[config.mk]
export PLATFORM = sky130hd
export DESIGN_NAME = uart_tx_arbiter
export DESIGN_NICKNAME = d
export VERILOG_FILES = /design/src/rtl/uart_pkg.sv /design/src/rtl/uart_tx_rr_pick.sv /design/src/rtl/uart_tx_arbiter.sv
export SDC_FILE = /design/constraint.sdc
export NUM_CORES = 1
export LEC_CHECK = 0
export CAP_MARGIN = 20
export CORE_MARGIN = 2
export CORE_UTILIZATION = 25
export CTS_BUF_LIST = sky130_fd_sc_hd__clkbuf_4 sky130_fd_sc_hd__clkbuf_8
export DETAILED_ROUTE_END_ITERATION = 8
export SYNTH_ARGS = -nofsm -noshare
export SYNTH_HDL_FRONTEND = slang
export SYNTH_SLANG_ARGS = --single-unit
[constraint.sdc]
create_clock -name clk -period 2.57 [get_ports clk]
set_clock_uncertainty 0.05 [all_clocks]
set_input_delay 0.257 -clock clk [delete_from_list [all_inputs] [get_ports clk]]
set_output_delay 0.257 -clock clk [all_outputs]
set_load 0.01 [all_outputs]
[src/rtl/uart_pkg.sv]
// Shared UART definitions: transmit-arbiter FSM encoding, data-bit count and a
// reference round-robin helper.
//   UART_DBIT        : bits per UART character
//   uart_tx_state_e  : arbiter FSM state encoding (2 bits)
//   rr_next(valid, ptr) : round-robin winner over up to 8 requesters
package uart_pkg;

  localparam int unsigned UART_DBIT = 8;

  typedef enum logic [1:0] {
    StIdle  = 2'd0,
    StStart = 2'd1,
    StWait  = 2'd2
  } uart_tx_state_e;

  // Searches ptr+1, ptr+2, ... wrapping to ptr last. Bits of valid above the
  // real requester count must be zero; then a mod-8 walk visits the live
  // requesters in the same order as a mod-NREQ walk would.
  function automatic logic [2:0] rr_next(input logic [7:0] valid, input logic [2:0] ptr);
    logic [2:0] idx;
    rr_next = ptr;
    for (int i = 8; i >= 1; i--) begin
      idx = ptr + 3'(i);
      if (valid[idx]) rr_next = idx;
    end
  endfunction

endpackage

[src/rtl/uart_tx_rr_pick.sv]
// Combinational round-robin picker: rotate the request vector so that ptr+1
// sits at bit 0, priority-encode the lowest set bit, then unrotate.
//   valid : request vector
//   ptr   : last granted index (lowest priority this round)
//   idx   : winning index (meaningful only when found)
//   found : at least one request set
module uart_tx_rr_pick #(
  parameter int unsigned NREQ = 4,
  parameter int unsigned GW   = $clog2(NREQ)
) (
  input  logic [NREQ-1:0] valid,
  input  logic [GW-1:0]   ptr,
  output logic [GW-1:0]   idx,
  output logic            found
);

  logic [NREQ-1:0] rot;
  int unsigned     off;

  always_comb begin
    rot = '0;
    for (int unsigned i = 0; i < NREQ; i++) begin
      rot[i] = valid[(int'(ptr) + 1 + i) % NREQ];
    end
    off   = 0;
    found = 1'b0;
    // Walk downward so the smallest rotated offset wins.
    for (int i = int'(NREQ) - 1; i >= 0; i--) begin
      if (rot[i]) begin
        off   = int'(i);
        found = 1'b1;
      end
    end
    idx = GW'((int'(ptr) + 1 + off) % NREQ);
  end

endmodule

[src/rtl/uart_tx_arbiter.sv]
// Round-robin arbiter sharing one uart_tx serializer among NREQ byte producers.
// A byte is accepted in IDLE (Mealy req_ready), presented on tx_din, started
// with a one-cycle tx_start, and no further grant is made until tx_done_tick.
// Optional macro UART_TX_ARB_LOCK_EN: a byte with req_last=0 locks the grant
// onto its requester until a byte with req_last=1 is accepted.
//   clk, reset_n           : clock, async active-low reset
//   req_valid/data/last    : per-requester byte offer (byte k at [8k+7:8k])
//   req_ready              : one-hot accept strobe
//   tx_start, tx_din       : serializer start pulse and held byte
//   tx_done_tick           : serializer finished the stop bit
//   busy, grant_id         : byte in flight, current/last granted index
module uart_tx_arbiter
  import uart_pkg::*;
#(
  parameter int unsigned NREQ = 4,
  parameter int unsigned GW   = $clog2(NREQ)
) (
  input  logic                      clk,
  input  logic                      reset_n,
  input  logic [NREQ-1:0]           req_valid,
  input  logic [UART_DBIT*NREQ-1:0] req_data,
  input  logic [NREQ-1:0]           req_last,
  output logic [NREQ-1:0]           req_ready,
  output logic                      tx_start,
  output logic [UART_DBIT-1:0]      tx_din,
  input  logic                      tx_done_tick,
  output logic                      busy,
  output logic [GW-1:0]             grant_id
);

  uart_tx_state_e  state;
  logic [NREQ-1:0] eligible;
  logic [GW-1:0]   win;
  logic            found;
  logic            accept;

`ifdef UART_TX_ARB_LOCK_EN
  logic            locked;
  logic [GW-1:0]   lock_id;

  // While locked only the owner may win, even if it is momentarily idle.
  always_comb begin
    eligible = req_valid;
    if (locked) eligible = req_valid & (NREQ'(1) << lock_id);
  end
`else
  logic unused_req_last;
  assign unused_req_last = ^req_last;

  always_comb begin
    eligible = req_valid;
  end
`endif

  uart_tx_rr_pick #(
    .NREQ (NREQ),
    .GW   (GW)
  ) u_pick (
    .valid (eligible),
    .ptr   (grant_id),
    .idx   (win),
    .found (found)
  );

  // reset_n gates the Mealy strobe so nothing is accepted while held in reset.
  assign accept = reset_n && (state == StIdle) && found;

  always_comb begin
    req_ready = '0;
    if (accept) req_ready[win] = 1'b1;
  end

  always_ff @(posedge clk or negedge reset_n) begin
    if (!reset_n) begin
      state    <= StIdle;
      tx_start <= 1'b0;
      tx_din   <= '0;
      busy     <= 1'b0;
      grant_id <= GW'(NREQ - 1);
`ifdef UART_TX_ARB_LOCK_EN
      locked   <= 1'b0;
      lock_id  <= '0;
`endif
    end else begin
      tx_start <= 1'b0;
      unique case (state)
        StIdle: begin
          if (accept) begin
            tx_din   <= req_data[win*UART_DBIT +: UART_DBIT];
            grant_id <= win;
            tx_start <= 1'b1;
            busy     <= 1'b1;
            state    <= StStart;
`ifdef UART_TX_ARB_LOCK_EN
            locked   <= ~req_last[win];
            lock_id  <= win;
`endif
          end
        end
        StStart: begin
          state <= StWait;
        end
        StWait: begin
          if (tx_done_tick) begin
            busy  <= 1'b0;
            state <= StIdle;
          end
        end
        default: begin
          busy  <= 1'b0;
          state <= StIdle;
        end
      endcase
    end
  end

endmodule

### Yosys cells after proc, flatten, opt, wreduce, memory -nomap -nowiden

Cells that the tools add are included.

| storage, ports and cells | value |
|---|---|
| word-level logic and storage cells | 56 |
| bits in read-only memories | 0 |
| input port bits | 43 |
| RAM bits | 0 |
| memories | 0 |
| latch bits | 0 |
| flip-flop bits (word level) | 14 |

| cells by class | value |
|---|---|
| shift-type cells | 1 |
| $add $sub $neg | 5 |
| equal/unequal tests | 4 |
| mux-type cells | 27 |
| reduce and logical (&&, ||, !) cells | 7 |
| multipliers | 0 |
| magnitude comparators | 6 |
| divide/modulo/power cells | 0 |
| bitwise gates (word level) | 1 |

Operators with widths:

| cell | count |
|---|---|
| variable part select 32 x 6 -> 8 bit | 1 |
| < comparator 2 x 3 -> 1 bit (second input constant) | 5 |
| two-way mux 1 bit | 13 |
| two-way mux 2 bit | 6 |
| binary-select mux 1 bit (select 2 bit) | 4 |
| one-hot mux 2 bit (3 select lines) | 1 |
| adder 2 x 1 -> 2 bit (second input constant) | 2 |
| adder 2 bit (second input constant) | 2 |
| two-way mux 4 bit | 1 |
| != test 2 bit (second input constant) | 2 |
| AND reduction 2 bit | 2 |
| logical AND 1 bit | 3 |
| one-hot mux 1 bit (3 select lines) | 1 |
| AND reduction 3 bit | 1 |
| adder 2 bit | 1 |
| demux 1 bit (select 2 bit) | 1 |
| equality test 2 x 1 -> 1 bit (second input constant) | 1 |
| equality test 2 bit (second input constant) | 1 |
| >= comparator 2 x 1 -> 1 bit (second input constant) | 1 |
| logical NOT 2 bit | 1 |
| inverter 1 bit | 1 |

### Logic depth before layout (Yosys ltp)

| logic depth | value |
|---|---|
| depth in word-level cells | 14 |
| gate-level depth with buffers | 11 |
| gate-level depth less buffers | 10 |

### Modules after synthesis

From an unflattened synthesis, not the netlist that was laid out.

| second synthesis, totals | value |
|---|---|
| cell total of the unflattened synthesis | 72 |
| area total of the unflattened synthesis | 969.7 um^2 |

By module, submodules not included:

| module | seq. area each (um^2) | area each (um^2) | cells each | times used |
|---|---|---|---|---|
| uart_tx_arbiter | 352.8 | 777.0 | 47 | 1 |
| uart_tx_rr_pick | 0.0 | 192.7 | 25 | 1 |

### Worst setup path after synthesis

OpenSTA, ideal clock, no wires.

| path | value |
|---|---|
| kind | reg-to-output |
| start | reg grant_id[1] |
| end | out req_ready[0] |
| data arrival time | 2.364 ns |
| stages on the path, launching flop included | 12 |
| required time | 2.263 ns |
| path slack | -0.101 ns |
| path through | dfstp_2 buf_6 nand2_1 a2bb2oi_1 o221ai_1 o21a_1 ha_1 xnor2_4 xnor2_2 nor4_4 nor2_1 nor3_1 |

| on the way | value |
|---|---|
| word-level cells in the longest chain between the ends | 14 |

RTL lines:

| what | RTL line | RTL |
|---|---|---|
| start: declaration | uart_tx_arbiter.sv:28 | `output logic [GW-1:0] grant_id` |
| start signal: assignment | uart_tx_arbiter.sv:79 | `grant_id <= GW'(NREQ - 1);` |
| start signal: assignment | uart_tx_arbiter.sv:90 | `grant_id <= win;` |
| adder 2 x 1 -> 2 bit * | uart_tx_rr_pick.sv:23, uart_tx_rr_pick.sv:34 |  |
| adder 2 bit | uart_tx_rr_pick.sv:23 | `rot[i] = valid[(int'(ptr) + 1 + i) % NREQ];` |
| binary-select mux 1 bit (select 2 bit) | uart_tx_rr_pick.sv:23 |  |
| two-way mux 1 bit (not written as such) | uart_tx_rr_pick.sv:23 |  |
| two-way mux 2 bit (4 in a row) | uart_tx_rr_pick.sv:29 | `if (rot[i]) begin` |
| adder 2 bit | uart_tx_rr_pick.sv:34 | `idx = GW'((int'(ptr) + 1 + off) % NREQ);` |
| < comparator 2 x 3 -> 1 bit (not written as such) or >= comparator 2 x 1 -> 1 bit (tied branches) | uart_tx_arbiter.sv:70 | `if (accept) req_ready[win] = 1'b1;` |
| logical AND 1 bit (not written as such) | uart_tx_arbiter.sv:70 |  |
| two-way mux 1 bit (not written as such) | uart_tx_arbiter.sv:70 |  |
| demux 1 bit (select 2 bit) | uart_tx_arbiter.sv:70 |  |
| two-way mux 4 bit * | uart_tx_arbiter.sv:70 |  |
| end: declaration | uart_tx_arbiter.sv:23 | `output logic [NREQ-1:0] req_ready,` |

Every way passes the cells marked *; elsewhere a longest branch is shown, timed or not. The select of a mux whose other input is x is not followed.

### Worst setup path in the final report

Same ends and word-level chain as after synthesis.

==> results.json <==
{
  "status": "finished with violations",
  "failed_checks": "negative setup slack",
  "layout_min_cycle_time_ns": 2.75,
  "worst_setup_path_type": "reg2out",
  "synth.yosys.seq_area_share": 0.307,
  "fill_cells": 409,
  "fin_util": 0.495,
  "timing_worst_slew_pin_value_ns": 0.395,
  "avgRoutedWirePerCell_um": 15.2,
  "h-tree-depth": 1,
  "synth-main-ff-cell": "sky130_fd_sc_hd__dfrtp_1",
  "drt_pre_antenna_iters": 4,
  "rows": 24,
  "num_vias": 1236,
  "max-cap-violations": 0,
  "initialDrtViolationCount": 41,
  "critical_path.reg2reg.endpoint": "tx_din[2]$_DFFE_PN0P_",
  "overall_power_mw": 3.27,
  "mostFrequentLayoutCells": "sky130_fd_sc_hd__clkdlybuf4s50_1 (48), sky130_fd_sc_hd__buf_4 (30), sky130_fd_sc_hd__nor2b_1 (19)",
  "hold-worst-slack_ns": 0.307,
  "grt_remaining_overflow": 0,
  "synth-async-reset-ratio": 1.00,
  "power_per_standard_cell_area_nw_per_um2": 1510,
  "detailed_place_hpwl_um": 2800,
  "die_height_um": 71.9,
  "ir_drop_mv": 0.812,
  "combinationalPowerShare": 0.808,
  "placed_cells_incl_taps": 245,
  "first_global_vias": 1306,
  "dpl-instance-area_um2": 1910,
  "synthesized_flop_and_latch_total": 14,
  "tritoncts": "yes",
  "post_route_non_filler_standard_cell_count": 254,
  "clkLatencyLatePin_ns": 0.24,
  "grt_setup_unrepaired": "yes",
  "drt-vias-per-instance": 4.87,
  "design.core.area_um2": 4380,
  "final_antenna_net_count": 0,
  "ys.warnings.count": 0,
  "most_common_cell_after_layout_fill_and_taps_aside": "sky130_fd_sc_hd__clkdlybuf4s50_1",
  "timing.max_slew.rel_slack": 0.735,
  "leakage_nw": 0.842,
  "layout-drive-gt1-share": 0.386,
  "cp_data_arrival_time_ns": 2.44,
  "io_buffers": 54,
  "num_cts_buffers": 3,
  "clkSlewWorstSetupHoldPaths_ns": 0.06,
  "post_synth_instance_area_um2": 1150,
  "ff2ff_path_depth": 12,
  "synth_edf_count": 0,
  "layout.nets": 247,
  "cts_sinks": 14,
  "ys_types": 36,
  "groute.usage.overall": 0.155,
  "clockPowerShare": 0.066,
  "reg2reg_from": "grant_id[1]$_DFFE_PN1P_",
  "routed_wl_um": 3860,
  "final_weighted_congestion_in_routability_driven_placement": 0.822,
  "cts_root_buffer": "sky130_fd_sc_hd__clkbuf_8",
  "chipWidth_um": 71.9,
  "fp.dieArea_um2": 5160,
  "reg2reg_setup_slack_ns": -0.12,
  "setup_viol": 12,
  "achievable-frequency_mhz": 363,
  "top_level_ports": 59,
  "area_growth_from_synthesis_to_final_layout_pct": 88.6,
  "switchingPower_mw": 1.47,
  "postSynthAreaPerCell_um2": 9.51,
  "crit_fanout": 4,
  "layout_worst_path_cycle_share": 1.07,
  "worst_ep_required_time_ns": 2.26,
  "hold_violations": 0,
  "grt_start_max_net_pins": 21,
  "postSynthNetCount": 165,
  "startpoint_type": "register",
  "post_cts_hold_buffer_count": 0,
  "final_critical_path_setup_slack_ns": -0.181,
  "intPower_mw": 1.80,
  "syn-instance-count": 121,
  "slew_viol_final": 0,
  "seqPwrFrac": 0.126,
  "hold_path_class": "in2async",
  "diodes": 0,
  "drc": 0,
  "final_design_area_no_fill_um2": 2170,
  "critical_path.endpoint_type": "primary output",
  "grt_pass1_wl_um": 6280,
  "antenna_found_initial": 0,
  "switching_share": 0.449,
  "initial_utilization": 0.263,
  "clock_tree.buffer_depth": 2
}
[per-layer routing]
metal	vias up	GRT usage	part of all wire
met4	0	0.0252	0.0039
met3	2	0.0323	0.046
met2	33	0.270	0.51
met5	-	0	0
met1	582	0.201	0.44
li1	619	-	-
[synth_stat cells, types with 2 or more instances]
| cell type | number | area [µm²] |
|---|---|---|
| sky130_fd_sc_hd__nand2_1 | 15 | 56.3 |
| sky130_fd_sc_hd__mux2i_1 | 2 | 20.0 |
| sky130_fd_sc_hd__nor3_1 | 3 | 15.0 |
| sky130_fd_sc_hd__o21a_1 | 2 | 15.0 |
| sky130_fd_sc_hd__o31ai_1 | 8 | 60.1 |
| sky130_fd_sc_hd__buf_2 | 2 | 10.0 |
| sky130_fd_sc_hd__a2111oi_0 | 8 | 70.1 |
| sky130_fd_sc_hd__a221oi_1 | 8 | 70.1 |
| sky130_fd_sc_hd__nor2b_1 | 19 | 119 |
| sky130_fd_sc_hd__inv_1 | 4 | 15.0 |
| sky130_fd_sc_hd__dfrtp_1 | 12 | 300 |
| sky130_fd_sc_hd__buf_6 | 3 | 33.8 |
| sky130_fd_sc_hd__nor2_1 | 4 | 15.0 |
| sky130_fd_sc_hd__xnor2_2 | 2 | 32.5 |
| sky130_fd_sc_hd__nand2b_1 | 2 | 12.5 |
| sky130_fd_sc_hd__o21ai_1 | 2 | 10.0 |
| sky130_fd_sc_hd__o21ai_0 | 2 | 10.0 |
| sky130_fd_sc_hd__dfstp_2 | 2 | 52.6 |
| sky130_fd_sc_hd__clkbuf_1 | 3 | 11.3 |
| sky130_fd_sc_hd__nor3b_2 | 2 | 25.0 |
[critical path: stages, from the launching register on]
cell and delay (ns):
sky130_fd_sc_hd__dfstp_2 0.59, sky130_fd_sc_hd__nand2_2 0.07, sky130_fd_sc_hd__a21oi_2 0.14, sky130_fd_sc_hd__o22ai_1 0.08, sky130_fd_sc_hd__o21a_1 0.20, sky130_fd_sc_hd__ha_4 0.18, sky130_fd_sc_hd__xnor2_4 0.14, sky130_fd_sc_hd__xnor2_2 0.16
sky130_fd_sc_hd__buf_4 0.15, sky130_fd_sc_hd__a31oi_4 0.19, sky130_fd_sc_hd__nor2_4 0.07, sky130_fd_sc_hd__nor3_2 0.09, sky130_fd_sc_hd__buf_2 0.14
[worst max path at each step]
stage,from,end,slack [ns],depth (start not counted)
floorplan,grant_id[1]$_DFFE_PN1P_,req_ready[0],-0.01,11
global placement,req_valid[3],req_ready[0],-0.56,12
detailed placement,req_valid[3],req_ready[0],-0.62,12
CTS,grant_id[1]$_DFFE_PN1P_,req_ready[0],-0.22,12
global route,grant_id[1]$_DFFE_PN1P_,req_ready[0],-0.31,12
finish,grant_id[1]$_DFFE_PN1P_,req_ready[0],-0.18,12
[area by class of cell]
type,instances,area (µm²),share of cell area
Tap cell,52,65.1,0.0300
Clock buffer,4,55.1,0.0254
Inverter,4,15.0,0.00692
Timing Repair Buffer,85,761,0.350
Sequential cell,14,353,0.163
Multi-Input combinational cell,95,922,0.425
[cells by family after synthesis]
kind of cell / Yosys count / share of synthesized area
and+or+nand+nor: 51 / 0.265
AOI/OAI and AO/OA: 38 / 0.287
DFF: 14 / 0.307
buffers and inverters: 12 / 0.0609
xor gates and xnor gates: 3 / 0.0522
muxes: 2 / 0.0174
adders and majority gates: 1 / 0.0109
[power by group through the flow]
stage / clock network (mW) / registers [mW] / logic, mW
after floorplan: 0 / 0.438 / 1.16
final: 0.217 / 0.413 / 2.64
after CTS: 0.218 / 0.410 / 2.46
after detailed placement: 0 / 0.414 / 1.92
after global routing: 0.231 / 0.426 / 2.85
after global placement: 0 / 0.415 / 1.88
[registers in the layout (all words and copies together) (netlist names)]
name,flops
busy,1
grant_id,2
state,2
tx_din,8
tx_start,1
[through the flow]
stage | TNS (ns) | setup slack [ns]
after CTS | -1.52 | -0.222
final | -1.21 | -0.181
after global placement | -4.41 | -0.557
after detailed placement | -5.36 | -0.622
after global routing | -2.64 | -0.305
after floorplan | -0.00959 | -0.00959
[timing repair]
item	in CTS	in global routing
resized for setup	45	8
pin swaps	4	4
setup buffers	4	1
setup endpoints to repair	12	12
No activity file was read; power rests on OpenSTA's default activity.
